==> config.mk <==
export PLATFORM = sky130hd
export DESIGN_NAME = fifo19_demux
export DESIGN_NICKNAME = d
export VERILOG_FILES = /design/src/rtl/fifo19_demux_pkg.sv /design/src/rtl/fifo19_reg_slice.sv /design/src/rtl/fifo19_demux.sv
export SDC_FILE = /design/constraint.sdc
export NUM_CORES = 1
export LEC_CHECK = 0
export ABC_AREA = 1
export BUFFER_PORTS_ARGS = -buffer_cell sky130_fd_sc_hd__buf_2
export CAP_MARGIN = 20
export CORE_ASPECT_RATIO = 0.8
export CORE_UTILIZATION = 45
export DETAILED_ROUTE_END_ITERATION = 10
export GPL_TIMING_DRIVEN = 1
export PLACE_DENSITY_LB_ADDON = 0.08
export SYNTH_ARGS = -nofsm -noshare
export SYNTH_HDL_FRONTEND = slang
export SYNTH_HIERARCHICAL = 1
export SYNTH_SLANG_ARGS = --single-unit
==> constraint.sdc <==
create_clock -name clk -period 1.35 [get_ports clk]
set_input_delay 0.0675 -clock clk [delete_from_list [all_inputs] [get_ports clk]]
set_output_delay 0.0675 -clock clk [all_outputs]
set_load 0.02 [all_outputs]
==> src/rtl/fifo19_demux_pkg.sv <==
// Shared definitions for the fifo19 stream demultiplexer.
// fifo19 word: [15:0] data, [16] sof, [17] eof, [18] occ.
// Holds the field positions, the router state encoding and the header
// match helper used to pick an output for each packet.
package fifo19_demux_pkg;

  localparam int unsigned DATA_W  = 16;
  localparam int unsigned SOF_BIT = 16;
  localparam int unsigned EOF_BIT = 17;
  localparam int unsigned OCC_BIT = 18;
  localparam int unsigned WORD_W  = OCC_BIT + 1;

  localparam int unsigned STATE_W = 2;

  localparam logic [STATE_W-1:0] ST_IDLE  = 2'd0;
  localparam logic [STATE_W-1:0] ST_DATA0 = 2'd1;
  localparam logic [STATE_W-1:0] ST_DATA1 = 2'd2;
  localparam logic [STATE_W-1:0] ST_DROP  = 2'd3;

  typedef struct packed {
    logic              occ;
    logic              eof;
    logic              sof;
    logic [DATA_W-1:0] data;
  } fifo19_word_t;

  // Masked header compare; a zero mask makes every header a hit.
  function automatic logic hdr_hit(input logic [DATA_W-1:0] data,
                                   input logic [DATA_W-1:0] match,
                                   input logic [DATA_W-1:0] mask);
    return (data & mask) == (match & mask);
  endfunction

endpackage

==> src/rtl/fifo19_reg_slice.sv <==
// Two-entry registered skid slice for a 19-bit fifo19 stream.
// Ports:
//   clk, reset (sync, active-low), clear (sync, active-high soft clear)
//   in_data_i / in_valid_i / in_ready_o    upstream side, ready is a flop
//   out_data_o / out_valid_o / out_ready_i downstream side, fully registered
// One cycle from input transfer to output valid; full throughput while the
// downstream keeps up, and the skid entry absorbs the one word already in
// flight when the downstream stalls.
module fifo19_reg_slice
  import fifo19_demux_pkg::*;
(
  input  logic              clk,
  input  logic              reset,
  input  logic              clear,
  input  logic [WORD_W-1:0] in_data_i,
  input  logic              in_valid_i,
  output logic              in_ready_o,
  output logic [WORD_W-1:0] out_data_o,
  output logic              out_valid_o,
  input  logic              out_ready_i
);

  logic              out_valid_q, out_valid_d;
  logic [WORD_W-1:0] out_data_q,  out_data_d;
  logic              skid_valid_q, skid_valid_d;
  logic [WORD_W-1:0] skid_data_q,  skid_data_d;
  logic              in_fire;
  logic              out_free;

  // Next-state: refill the output register from the skid entry first,
  // otherwise from the input; park the input in the skid when stalled.
  always_comb begin
    out_valid_d  = out_valid_q;
    out_data_d   = out_data_q;
    skid_valid_d = skid_valid_q;
    skid_data_d  = skid_data_q;
    in_fire      = in_valid_i & ~skid_valid_q;
    out_free     = ~out_valid_q | out_ready_i;

    if (out_free) begin
      if (skid_valid_q) begin
        out_valid_d  = 1'b1;
        out_data_d   = skid_data_q;
        skid_valid_d = 1'b0;
      end else begin
        out_valid_d = in_fire;
        if (in_fire) begin
          out_data_d = in_data_i;
        end
      end
    end else if (in_fire) begin
      skid_valid_d = 1'b1;
      skid_data_d  = in_data_i;
    end
  end

  // Storage registers with synchronous reset / soft clear.
  always_ff @(posedge clk) begin
    if (!reset || clear) begin
      out_valid_q  <= 1'b0;
      out_data_q   <= '0;
      skid_valid_q <= 1'b0;
      skid_data_q  <= '0;
    end else begin
      out_valid_q  <= out_valid_d;
      out_data_q   <= out_data_d;
      skid_valid_q <= skid_valid_d;
      skid_data_q  <= skid_data_d;
    end
  end

  // Ready comes straight from the skid flop, so there is no path from out_ready_i.
  assign in_ready_o  = ~skid_valid_q;
  assign out_data_o  = out_data_q;
  assign out_valid_o = out_valid_q;

endmodule

==> src/rtl/fifo19_demux.sv <==
// fifo19 packet router: one input stream, two output streams.
// The first (sof) word of each packet is compared against MATCH under MASK;
// a hit sends the whole packet to out1, a miss to out0. Words arriving
// outside a packet (no sof in IDLE) are discarded up to their eof and
// counted as one dropped fragment.
// Ports:
//   clk, reset (sync, active-low), clear (sync, active-high soft clear)
//   data_i / src_rdy_i / dst_rdy_o      input stream
//   data0_o / src0_rdy_o / dst0_rdy_i   output 0 (header miss)
//   data1_o / src1_rdy_o / dst1_rdy_i   output 1 (header hit)
//   pkt0_cnt, pkt1_cnt, drop_cnt        wrapping status counters
module fifo19_demux
  import fifo19_demux_pkg::*;
#(
  parameter logic [DATA_W-1:0] MATCH = 16'h0000,
  parameter logic [DATA_W-1:0] MASK  = 16'h0000,
  parameter int unsigned       CNT_W = 16
) (
  input  logic              clk,
  input  logic              reset,
  input  logic              clear,
  input  logic [WORD_W-1:0] data_i,
  input  logic              src_rdy_i,
  output logic              dst_rdy_o,
  output logic [WORD_W-1:0] data0_o,
  output logic              src0_rdy_o,
  input  logic              dst0_rdy_i,
  output logic [WORD_W-1:0] data1_o,
  output logic              src1_rdy_o,
  input  logic              dst1_rdy_i,
  output logic [CNT_W-1:0]  pkt0_cnt,
  output logic [CNT_W-1:0]  pkt1_cnt,
  output logic [CNT_W-1:0]  drop_cnt
);

  logic [STATE_W-1:0] state_q, state_d;
  logic               in_sof;
  logic               in_eof;
  logic               in_hit;
  logic               s0_valid, s0_ready;
  logic               s1_valid, s1_ready;
  logic               dst_rdy_c;
  logic               inc0, inc1, incd;
  logic [CNT_W-1:0]   pkt0_q, pkt0_d;
  logic [CNT_W-1:0]   pkt1_q, pkt1_d;
  logic [CNT_W-1:0]   drop_q, drop_d;

  assign in_sof = data_i[SOF_BIT];
  assign in_eof = data_i[EOF_BIT];
  assign in_hit = hdr_hit(data_i[DATA_W-1:0], MATCH, MASK);

  // Router FSM: decide in IDLE without consuming, forward or drop until eof.
  always_comb begin
    state_d   = state_q;
    dst_rdy_c = 1'b0;
    s0_valid  = 1'b0;
    s1_valid  = 1'b0;
    inc0      = 1'b0;
    inc1      = 1'b0;
    incd      = 1'b0;

    case (state_q)
      ST_IDLE: begin
        // Header stays on the input; it is forwarded from the DATA state.
        if (src_rdy_i) begin
          if (!in_sof) begin
            state_d = ST_DROP;
          end else if (in_hit) begin
            state_d = ST_DATA1;
          end else begin
            state_d = ST_DATA0;
          end
        end
      end
      ST_DATA0: begin
        dst_rdy_c = s0_ready;
        s0_valid  = src_rdy_i;
        if (src_rdy_i && s0_ready && in_eof) begin
          inc0    = 1'b1;
          state_d = ST_IDLE;
        end
      end
      ST_DATA1: begin
        dst_rdy_c = s1_ready;
        s1_valid  = src_rdy_i;
        if (src_rdy_i && s1_ready && in_eof) begin
          inc1    = 1'b1;
          state_d = ST_IDLE;
        end
      end
      ST_DROP: begin
        dst_rdy_c = 1'b1;
        if (src_rdy_i && in_eof) begin
          incd    = 1'b1;
          state_d = ST_IDLE;
        end
      end
      default: begin
        state_d = ST_IDLE;
      end
    endcase
  end

  // FSM state register.
  always_ff @(posedge clk) begin
    if (!reset || clear) begin
      state_q <= ST_IDLE;
    end else begin
      state_q <= state_d;
    end
  end

  // Counter next values; wrap naturally at 2^CNT_W.
  always_comb begin
    pkt0_d = pkt0_q;
    pkt1_d = pkt1_q;
    drop_d = drop_q;
    if (inc0) begin
      pkt0_d = pkt0_q + CNT_W'(1);
    end
    if (inc1) begin
      pkt1_d = pkt1_q + CNT_W'(1);
    end
    if (incd) begin
      drop_d = drop_q + CNT_W'(1);
    end
  end

  // Status counter registers.
  always_ff @(posedge clk) begin
    if (!reset || clear) begin
      pkt0_q <= '0;
      pkt1_q <= '0;
      drop_q <= '0;
    end else begin
      pkt0_q <= pkt0_d;
      pkt1_q <= pkt1_d;
      drop_q <= drop_d;
    end
  end

  // Depends only on state and the slices' registered ready flags.
  assign dst_rdy_o = dst_rdy_c;
  assign pkt0_cnt  = pkt0_q;
  assign pkt1_cnt  = pkt1_q;
  assign drop_cnt  = drop_q;

  fifo19_reg_slice u_slice0 (
    .clk         (clk),
    .reset       (reset),
    .clear       (clear),
    .in_data_i   (data_i),
    .in_valid_i  (s0_valid),
    .in_ready_o  (s0_ready),
    .out_data_o  (data0_o),
    .out_valid_o (src0_rdy_o),
    .out_ready_i (dst0_rdy_i)
  );

  fifo19_reg_slice u_slice1 (
    .clk         (clk),
    .reset       (reset),
    .clear       (clear),
    .in_data_i   (data_i),
    .in_valid_i  (s1_valid),
    .in_ready_o  (s1_ready),
    .out_data_o  (data1_o),
    .out_valid_o (src1_rdy_o),
    .out_ready_i (dst1_rdy_i)
  );

endmodule

# == After elaboration in Yosys (flattened, before gate mapping) ==
# Cells that the tools add are included.
# totals
ff_bits,130
inputBits,25
output_inout_bits,89
wordCells,70
# classes
addsub,3
n_eq_ne,7
mux,21
bitwise,10
n_reduce_logical,17
# op_table
op,n
19-bit 2-to-1 mux,4
16-bit by 1-bit adder with 16-bit output (second input constant),3
1-bit 2-to-1 mux,11
2-bit 2-to-1 mux,4
2-bit inequality test (second input constant),4
2-bit case mux with 4 select lines,1
2-bit AND reduction,4
1-bit NOT,6
1-bit logical AND,5
2-bit equality test (second input constant),2
4-bit AND reduction,1
2-bit nonzero test,2
2-bit OR reduction,2
1-bit case mux with 3 select lines,1
1-bit bitwise AND,2
2-bit by 1-bit equality test with 1-bit output (second input constant),1
2-bit logical NOT,1
1-bit bitwise OR,2
1-bit logical NOT,1
1-bit logical OR,1

# == Logic depth before layout (Yosys ltp) ==
# Gate-level depths: netlist (run 1).
# depth
word_depth,5
depth_mapped,11
ltp_nobuf,9

# == Hierarchy ==
# Netlist (run 1), hierarchy kept.
# modules_own_cells
mod,n_inst,cells_each,area_per_inst_um2,seq_area_each_um2
fifo19_reg_slice,2,301,1895.6,800.8
fifo19_demux,1,402,2628.8,1001.0

# == Worst setup path before layout (run 1) ==
# No wires, ideal clock.
# synth_timing
path_type,reg-to-reg
start,reg pkt1_q[0] (netlist: pkt1_cnt[0])
end,reg pkt1_q[14] (netlist: pkt1_cnt[14])
setup_ps,115
arrival_ps,1347
required_ps,1235
setup_slack_ps,-112
stages_incl_launch_ff,9
n_path_buf,0
period_less_slack_ps,1462
path_cell_list,dfxtp_1 -> ha_1 -> nand2_1 -> nor2_1 -> nand2_4 -> nor2_4 -> nand3_1 -> nand2_1 -> nor2_1
# synth_via
elab_chain_cells,1
# synth_lines
element,line_no,rtl
from (decl),fifo19_demux.sv:45,"logic [CNT_W-1:0] pkt1_q, pkt1_d;"
from (signal assigned),fifo19_demux.sv:137,pkt1_q <= pkt1_d;
16-bit by 1-bit adder with 16-bit output,fifo19_demux.sv:122,pkt1_d = pkt1_q + CNT_W'(1);
# Every way passes these cells.
# A chain may end at the register's enable or synchronous reset.

# == Final worst setup path (run 1) ==
# layout_timing
start,reg state_q[1]
end,reg u_slice1.skid_data_q[1]
# layout_via
elab_chain_cells,4
# layout_lines
element,line_no,rtl
from (decl),fifo19_demux.sv:36,"logic [STATE_W-1:0] state_q, state_d;"
from (signal assigned),fifo19_demux.sv:109,state_q <= state_d;
2-bit equality test,fifo19_demux.sv:62,case (state_q)
1-bit 2-to-1 mux,fifo19_demux.sv:62,
net s1_valid,fifo19_demux.sv:41,"logic s1_valid, s1_ready;"
1-bit bitwise AND,fifo19_reg_slice.sv:37,in_fire = in_valid_i & ~skid_valid_q;
2-bit AND reduction (no source line),n/a,
to (signal assigned),fifo19_reg_slice.sv:68,skid_data_q <= skid_data_d;
to (decl),fifo19_reg_slice.sv:26,"logic [WORD_W-1:0] skid_data_q, skid_data_d;"
# The timed path passes the listed nets, and every way through them passes these cells.

==> metrics.cfg, run 1 <==
[synth]
ys_seq_elements=130
synth_area_mm2=0.00642
syn_nets=1032
syn_inst=1004
yosysWarnings=6
ys_seq_area_share_pct=40.5
synth.avg_cell_area_um2=6.39
synth_cell_types=31

[sta]
fin_ws_ns=-0.0601
finalSetupViolCount=50
skew_ns=0.00708
rsz0062_at_grt=true
holdWs_ns=0.0100
slew_viol_final=0
fin_crit_sh_pct=104
worstMarginPinSlew_ns=0.393
hold_violations=0
slew_headroom_pct=73.5
max_freq_ghz=0.709
finalCriticalPeriod_ns=1.41

[place]
io_buffers=113
dp.cells=1314
gp_congestion=0.813
post-place-ws_ns=-0.00767
place_hpwl_um=11000

[route]
viasPerCell=4.75
vias=6449
wl_per_cell_um=12.7
drc_errors=0
antenna_left=0
drt_iter0_markers=343
firstDrtPassIters=5
wirelength_um=17300

[critical_path]
cp_slowest_cell=dfxtp_4
crit_path_end_kind=flip-flop
r2r_slack_ns=-0.06
crit_type=flip-flop to flip-flop
critical_path_required_ns=1.70
critPathTopFamily=simple AND/OR/NAND/NOR gates
crit_chain=nand2_4 -> nor2_4 -> buf_6 -> nand2_4 -> nor2_4 -> clkbuf_16 -> nor2_2 -> nor2_1
cpPeakStageDelay_ns=0.40
worstPathMaxFanout=5
crit_buf_inv=2
cp_data_arrival_time_ns=1.76
start_kind=flip-flop

[final_layout]
drive_gt1_share_pct=30.5
instances_no_fill=1357
area_growth_pct=37.5
final_cell_mix=nand2_1 (225), nor2_1 (176), inv_1 (129)
multiInputGateArea_mm2=0.00351
layout_commonest_cell=nand2_1
ff_latch_area_mm2=0.00263
nFillCells=1320
antenna_cells=0
num-nets-final=1194

[outcome]
violations=negative setup slack
status=finished, violations left

[clocking]
numCtsBuffers=17
cts_tree=built
path_clk_slew_ns=0.05
cts_sinks=130
htreeDepth=4
clk_latency_ns=0.42
cts_buffer_depth=2
clock-root-buffer=clkbuf_16

[grt]
gr-usage-all-layers_pct=22.4
grt_pass1_vias=5494
grt_max_degree=41
antenna_found_initial=0
overflow=0
grt_pass1_wl_um=25900

[floorplan]
core_area_mm2=0.0137
die_y_um=109
start_util_pct=46.7
row_count=38
die_x_um=136
dieArea_mm2=0.0148
io_pins=114

[min_path]
hold_path.class=input port to flip-flop

[power_and_ir_drop]
ir_worst_vdd_uv=899
leakage_nw=4.03
power_density_mw_per_mm2=973

[run]
drv_cap=0

[worst reg2reg max path: stages, from the launching register on]
cell and delay [ns]:
dfxtp_4 0.40, nand2_4 0.09, nor2_4 0.10, buf_6 0.11
nand2_4 0.05, nor2_4 0.22, clkbuf_16 0.21, nor2_2 0.03
nor2_1 0.13
[cell families after synthesis]
| logic type | after synthesis | share of synthesized area (%) |
|---|---|---|
| flops | 130 | 40.5 |
| simple gates | 603 | 39.3 |
| xor+xnor | 2 | 0.273 |
| compound gates | 89 | 7.09 |
| fa+ha+maj | 3 | 0.585 |
| buf+inv | 177 | 12.2 |
[cell type report]
type	instances	share of cell area, %
Timing Repair Buffer	182	16.1
Clock buffer	25	5.72
Clock inverter	5	0.312
Multi-Input combinational cell	697	39.7
Tap cell	180	2.55
Sequential cell	130	29.7
Inverter	138	5.89
[report_power, final]
group,switching [W],total (W),internal [W]
sequential,0.0000135,0.00386,0.00385
clock,0.00164,0.00420,0.00256
combinational,0.000328,0.000522,0.000194
[synth_stat cells (all sizes together)]
library cell | count | area share [%]
nand2 | 265 | 16
nand3 | 69 | 5.6
nand4 | 9 | 0.88
inv | 137 | 8.0
a21oi | 29 | 2.3
dfxtp | 130 | 41
nor2 | 251 | 16
o21a | 1 | 0.12
o21ai | 56 | 4.4
ha | 3 | 0.58
nor3b | 2 | 0.31
clkbuf | 13 | 0.76
and3 | 1 | 0.12
o211ai | 2 | 0.23
buf | 26 | 3.3
nand3b | 2 | 0.23
nor3 | 4 | 0.31
clkinv | 1 | 0.058
xor2 | 2 | 0.27
a211oi | 1 | 0.12
[final timing paths]
| check | endpoint | from | cells after the start |
|---|---|---|---|
| max | u_slice1/skid_data_q[1] | state_q[1] | 8 |
| min reg2reg | pkt0_cnt[3] | pkt0_cnt[3] | 1 |
| min | state_q[0] | data_i[16] | 4 |
| max reg2reg | u_slice1/skid_data_q[1] | state_q[1] | 8 |
[registers in the layout, indices dropped and copies added, names as in the netlist]
signal,flops
u_slice0/skid_valid_q,1
u_slice1/out_valid_o,1
drop_cnt,16
u_slice1/skid_valid_q,1
pkt1_cnt,16
state_q,2
u_slice0/out_data_o,19
pkt0_cnt,16
u_slice1/out_data_o,19
u_slice0/skid_data_q,19
u_slice0/out_valid_o,1
u_slice1/skid_data_q,19
[per-layer routing]
metal,track usage [%],part of all wire [%]
met4,7.22,1.1
met5,0,0
met3,5.72,5.3
met1,29.7,48
met2,35.5,45
[per-stage QoR]
step | total power (W) | instance area [um2] | setup TNS, ns | utilization, %
after floorplan | 0.00423 | 6440 | 0 | -
after global placement | 0.00441 | 7540 | 0 | 54.8
after detailed placement | 0.00441 | 7540 | -0.00767 | 54.8
after CTS | 0.00860 | 8100 | -0.00326 | 59.0
after global routing | 0.00890 | 8830 | -5.95 | 64.3
final | 0.00859 | 8830 | -1.23 | 64.3
[timing repair]
| action | CTS | global route |
|---|---|---|
| hold buffers | 1 | 0 |
| resized for setup | 10 | 146 |
| pin swaps | 2 | 45 |
| gates cloned | 0 | 9 |
| setup endpoints to repair | 3 | 103 |
| setup buffers | 0 | 3 |
| hold endpoints to repair | 1 | 0 |
No activity file was read; power rests on OpenSTA's default activity.
==> run 2, diff against run 1 <==
CORE_MARGIN = 8   (was default)
==> run 2 against run 1 <==
The run still ends with negative setup slack left; largest power group unchanged; combinational power rose by 5.4%; sequential power hardly changed; clock skew is 0.0011 ns lower; via count rose by 0.47%; sequential cell count unchanged; fmax decreased by 6.8%.
==> metrics.cfg, run 2 (synthesis results as in run 1) <==
[grt]
grt_max_degree=41  ; unchanged
grt_pass1_wl_um=28300  ; +9.1%
antenna_found_initial=1  ; +1
overflow=0  ; unchanged
gr-usage-all-layers_pct=19.0  ; -3.4 points
grt_pass1_vias=5894  ; +7.3%

[place]
place_hpwl_um=11800  ; +7.6%
post-place-ws_ns=-0.0546  ; -0.0470 ns
dp.cells=1317  ; +0.23%
io_buffers=113  ; unchanged
gp_congestion=0.801  ; -1.4%

[final_layout]
layout_commonest_cell=nand2_1
final_cell_mix=nand2_1 (239), nor2_1 (195), inv_1 (129)
final_util_pct=63.2  ; -1.1 points
antenna_cells=0  ; unchanged
instances_no_fill=1375  ; +1.3%
drive_gt1_share_pct=29.1  ; -1.5 points
num-nets-final=1209  ; +1.3%
area_growth_pct=38.8
nFillCells=1325  ; +0.38%

[power_and_ir_drop]
leakage_nw=4.06  ; +0.87%
ir_worst_vdd_uv=1190  ; +32%
power_density_mw_per_mm2=1010  ; +4.1%

[critical_path]
crit_chain=inv_4 -> nand2_4 -> buf_12 -> o211ai_1 -> buf_4
crit_buf_inv=3  ; +1
rr_startpoint=state_q[0]
critPathTopFamily=buffers and inverters
start_kind=flip-flop
critical_path_required_ns=1.28  ; -0.42 ns
worstRegToRegCells=11  ; +3
worstPathMaxFanout=2  ; -3
cpPeakStageDelay_ns=0.35  ; -0.05 ns
reg2reg_to=pkt1_cnt[14]
cp_data_arrival_time_ns=1.45  ; -0.31 ns
crit_end=dst_rdy_o
crit_cells=5  ; -3
crit_type=flip-flop to primary output
cp_slowest_cell=dfxtp_4
crit_path_end_kind=primary output
r2r_slack_ns=-0.13  ; -0.07 ns
startpoint=state_q[0]

[sta]
finalCriticalPeriod_ns=1.51  ; +0.103 ns
rsz0062_at_grt=true
slew_headroom_pct=73.8  ; +0.24 points
skew_ns=0.00601  ; -0.00108 ns
slew_viol_final=0  ; unchanged
worstMarginPinSlew_ns=0.389  ; -0.00363 ns
fin_crit_sh_pct=112  ; +7.6 points
finalSetupViolCount=83  ; +66%
fin_ws_ns=-0.163  ; -0.103 ns
max_freq_ghz=0.661  ; -6.8%
hold_violations=0  ; unchanged

[outcome]
violations=negative setup slack
status=finished, violations left

[route]
firstDrtPassIters=5  ; unchanged
drc_errors=0  ; unchanged
drt_iter0_markers=458  ; +34%
wirelength_um=18000  ; +4.0%
antenna_left=0  ; unchanged
viasPerCell=4.71  ; -0.85%
vias=6479  ; +0.47%
wl_per_cell_um=13.1  ; +2.7%

[floorplan]
dieArea_mm2=0.0184  ; +25%
die_y_um=123  ; +13%
start_util_pct=45.5  ; -1.2 points
io_pins=114  ; unchanged
die_x_um=150  ; +10%
core_area_mm2=0.0141  ; +2.6%
row_count=39  ; +2.6%

[clocking]
cts_sinks=130  ; unchanged
cts_buffer_depth=2  ; unchanged
clk_latency_ns=0.41  ; about the same
path_clk_slew_ns=0.05  ; about the same
numCtsBuffers=17  ; unchanged
htreeDepth=4  ; unchanged
cts_tree=built
clock-root-buffer=clkbuf_16

[min_path]
hold_path.class=input port to flip-flop
hold-path-cell-count=4  ; unchanged

[run]
drv_cap=0  ; unchanged

## run 2: cell types whose count changed in the layout (fill, tap and decap cells not counted), sizes merged
cell	before	now
buf	173	192
clkbuf	33	27
bufinv	0	3
clkinv	5	3
clkinvlp	1	0
inv	137	138
## run 2: timing repair
action	4_1_cts	5_1_grt
hold buffers	1	0
cloned	6	7
pin swaps	8	45
hold endpoints to repair	1	0
setup buffers	5	10
setup endpoints to repair	38	117
resized for setup	53	89
## run 2: per-stage QoR
| step | total power [W] | hold slack [ns] | setup TNS [ns] | cell area, um2 |
|---|---|---|---|---|
| 2_1_floorplan | 0.00423 | 0.230 | 0 | 6440 |
| 3_3_place_gp | 0.00441 | 0.401 | -0.0770 | 7510 |
| 3_5_place_dp | 0.00441 | 0.405 | -0.742 | 7510 |
| 4_1_cts | 0.00906 | 0.00220 | -2.63 | 8420 |
| 5_1_grt | 0.00932 | 0.0438 | -12.30 | 8910 |
| 6_report | 0.00902 | 0.0302 | -4.75 | 8910 |
## run 2: final cells by class
type                    count  area, um2  area share (%)
clock buffers              23        478            5.36
clock inverters             6        105            1.18
inverters                 138        523            5.87
multi-input cells         697       3410            38.3
flip-flops and latches    130       2620            29.4
well taps                 184        230            2.58
repair buffers            197       1550            17.3
## run 2: worst reg2reg max path, cell delays in order, from the launching register on
cell and delay (ns):
dfxtp_4 0.35, inv_4 0.06, nand2_4 0.05, buf_12 0.12, buf_4 0.14, nor2_4 0.15
buf_6 0.16, nand2_8 0.06, nor2_4 0.13, nand3_2 0.08, nand2_2 0.06, nor2_1 0.03
## run 2: per-layer routing
metal  part of all wire (%)  GRT usage, %
met5                  0.078             0
met4                    1.3          5.16
met3                    6.2          5.97
met2                     46          30.2
met1                     47          24.4
## run 2: worst min-delay path by stage
stage | slack (ns) | end | start
2_1_floorplan | 0.23 | state_q[1] | src_rdy_i
3_3_place_gp | 0.40 | state_q[1] | src_rdy_i
5_1_grt | 0.04 | u_slice1/skid_data_q[12] | data_i[12]
4_1_cts | 0.002 | state_q[0] | data_i[16]
3_5_place_dp | 0.41 | state_q[1] | src_rdy_i
6_report | 0.03 | state_q[0] | data_i[16]
## run 2: report_power, final
| group | switching, W | internal (W) |
|---|---|---|
| Combinational | 0.000339 | 0.000211 |
| Sequential | 0.0000121 | 0.00385 |
| Clock | 0.00160 | 0.00301 |
==> run 3, diff against run 2 <==
==> constraint.sdc (replaced) <==
create_clock -name clk -period 1.35 [get_ports clk]
set_input_delay 0.135 -clock clk [delete_from_list [all_inputs] [get_ports clk]]
set_output_delay 0.135 -clock clk [all_outputs]
set_load 0.02 [all_outputs]
==> run 3 against run 2 <==
The flow still finishes with violations (negative setup slack); worst setup slack got worse by 0.050 ns; register-to-register slack got worse by 0.08 ns; die area unchanged; sequential share of layout area decreased by 1.1 points; combinational power increased by 9.8%; worst hold slack improved by 0.0079 ns; design area increased by 3.9%; core utilization increased by 2.5 points; sequential power about the same; fmax decreased by 3.2%; non-clock buffer count increased by 5; routed wire length increased by 1.0%; largest power group unchanged.
==> metrics.cfg, run 3 (synthesis results as in run 1) <==
[final_layout]
final_cell_mix=nand2_1 (222), nor2_1 (201), inv_1 (129)
layout_commonest_cell=nand2_1
drive_gt1_share_pct=32.0  ; +3.0 points
num-nets-final=1214  ; +0.41%
final_util_pct=65.7  ; +2.5 points
antenna_cells=0  ; unchanged
area_growth_pct=44.2

[clocking]
clk_latency_ns=0.42  ; about the same
cts_tree=built
path_clk_slew_ns=0.06  ; about the same
numCtsBuffers=17  ; unchanged
cts_sinks=130  ; unchanged
holdBufCountCts=0  ; -1
htreeDepth=4  ; unchanged
cts_buffer_depth=2  ; unchanged
clock-root-buffer=clkbuf_16

[floorplan]
io_pins=114  ; unchanged
start_util_pct=45.5  ; unchanged
core_area_mm2=0.0141  ; unchanged
row_count=39  ; unchanged
dieArea_mm2=0.0184  ; unchanged
die_y_um=123  ; unchanged
die_x_um=150  ; unchanged

[min_path]
hold_path.class=input port to flip-flop

[grt]
grt_max_degree=41  ; unchanged
gr-usage-all-layers_pct=19.3  ; +0.35 points
antenna_found_initial=1  ; unchanged
grt_pass1_wl_um=28800  ; +1.7%
overflow=0  ; unchanged
grt_pass1_vias=5994  ; +1.7%

[power_and_ir_drop]
p_clk_share_pct=54.0  ; +2.9 points
p_switching_w=0.00212  ; +8.9%
ir_worst_vdd_uv=944  ; -20%
p_comb_share_pct=6.2  ; about the same
sw_frac_of_total_pct=21.8  ; +0.26 points
power_density_mw_per_mm2=1050  ; +3.6%
leakage_nw=4.13  ; +1.7%
p_seq_share_pct=39.8  ; -3.0 points
p_int_w=0.00759  ; +7.3%

[critical_path]
worstPathMaxFanout=8  ; +6
critPathTopFamily=buffers and inverters
cp_slowest_cell=dfxtp_4
cpPeakStageDelay_ns=0.39  ; +0.04 ns
crit_type=flip-flop to flip-flop
crit_path_end_kind=flip-flop
crit_buf_inv=5  ; +2
cp_data_arrival_time_ns=1.92  ; +0.47 ns
critical_path_required_ns=1.71  ; +0.43 ns
crit_chain=nand2_4 -> buf_4 -> buf_6 -> nor2_4 -> inv_2 -> nand2_4 -> nand2_8 -> buf_12 -> buf_12 -> nand2_1 -> nand2_1 -> nor2_1
start_kind=flip-flop

[sta]
fin_ws_ns=-0.213  ; -0.0502 ns
slew_viol_final=0  ; unchanged
holdWs_ns=0.0381  ; +0.00794 ns
hold_violations=0  ; unchanged
worstMarginPinSlew_ns=0.492  ; +0.103 ns
skew_ns=0.00842  ; +0.00242 ns
slew_headroom_pct=66.9  ; -6.9 points
finalSetupViolCount=100  ; +20%
rsz0062_at_grt=true
fin_crit_sh_pct=116  ; +3.7 points
finalCriticalPeriod_ns=1.56  ; +0.0502 ns
max_freq_ghz=0.640  ; -3.2%

[run]
drv_cap=0  ; unchanged

[route]
viasPerCell=4.72  ; about the same
drt_iter0_markers=355  ; -22%
wl_per_cell_um=13.1  ; +0.43%
vias=6521  ; +0.65%
wirelength_um=18200  ; +1.0%
drc_errors=0  ; unchanged
firstDrtPassIters=5  ; unchanged
antenna_left=0  ; unchanged

[place]
gp_congestion=0.779  ; -2.8%
io_buffers=113  ; unchanged
place_hpwl_um=11600  ; -1.5%

[outcome]
violations=negative setup slack
status=finished, violations left

run 3: cell count changes in the layout (fill, tap and decap cells not counted), moves of 6 or more:
cell and change:
nand3_1 -17, nor2_2 -12, nand2_2 +12, nand2_1 -17, nand3_2 +15, nor2_1 +6
nor2_4 +6
run 3: timing repair:
item | CTS | global route
cloned | 4 | 5
pin swaps | 13 | 27
gates resized for setup | 50 | 127
setup buffers | 10 | 13
endpoints found under the hold margin | 0 | 0
endpoints found under the setup margin | 30 | 110
run 3: area by class of cell:
cell class,count,area [um2]
flip-flops and latches,130,2620
repair buffers,202,1620
clock buffers,18,439
inverters,138,526
fillers,1290,4840
multi-input cells,697,3580
well taps,184,230
clock inverters,14,235
run 3: stage by stage:
stage / std cells / setup slack (ns) / TNS (ns) / instance area (um2) / power [W]
after floorplan: 1004 / 0.000764 / 0 / 6440 / 0.00423
after global placement: 1320 / -0.0247 / -0.128 / 7580 / 0.00442
after detailed placement: 1320 / -0.0806 / -0.531 / 7580 / 0.00442
after CTS: 1366 / -0.244 / -6.15 / 8610 / 0.00976
after global routing: 1383 / -0.269 / -18.09 / 9260 / 0.0100
final: 1383 / -0.213 / -10.20 / 9260 / 0.00971
run 3: power groups by stage:
stage	logic [W]	clock network [W]	registers, W
finish	0.000604	0.00525	0.00386
global route	0.000661	0.00550	0.00386
CTS	0.000537	0.00536	0.00386
detailed placement	0.000468	0	0.00395
global placement	0.000468	0	0.00395
floorplan	0.000259	0	0.00397
run 3: layer usage:
layer / vias to the layer above / part of all wire, % / routed length, um / global-route usage (%)
met1: 2891 / 46 / 8360 / 25.2
met2: 169 / 46 / 8260 / 29.9
met4: 2 / 1.8 / 321 / 7.36
met5: - / 0.066 / 12 / 0
met3: 24 / 6.6 / 1190 / 5.53
li1: 3435 / - / - / -
run 3: worst paths after layout:
| check | from | end | slack (ns) | cells after the start |
|---|---|---|---|---|
| setup / recovery | state_q[1] | u_slice1/out_data_o[2] | -0.21 | 12 |
| hold / removal | src_rdy_i | state_q[1] | 0.04 | 3 |
| setup reg to reg | state_q[1] | u_slice1/out_data_o[2] | -0.21 | 12 |
| hold reg to reg | u_slice1/skid_data_q[9] | u_slice1/skid_data_q[9] | 0.48 | 2 |
run 3: worst register-to-register path, stage by stage (launching register included):
cell,delay (ns)
dfxtp_4,0.39
nand2_4,0.06
buf_4,0.13
buf_6,0.11
nor2_4,0.08
inv_2,0.06
nand2_4,0.08
nand2_8,0.08
buf_12,0.16
buf_12,0.14
nand2_1,0.05
nand2_1,0.06
nor2_1,0.10
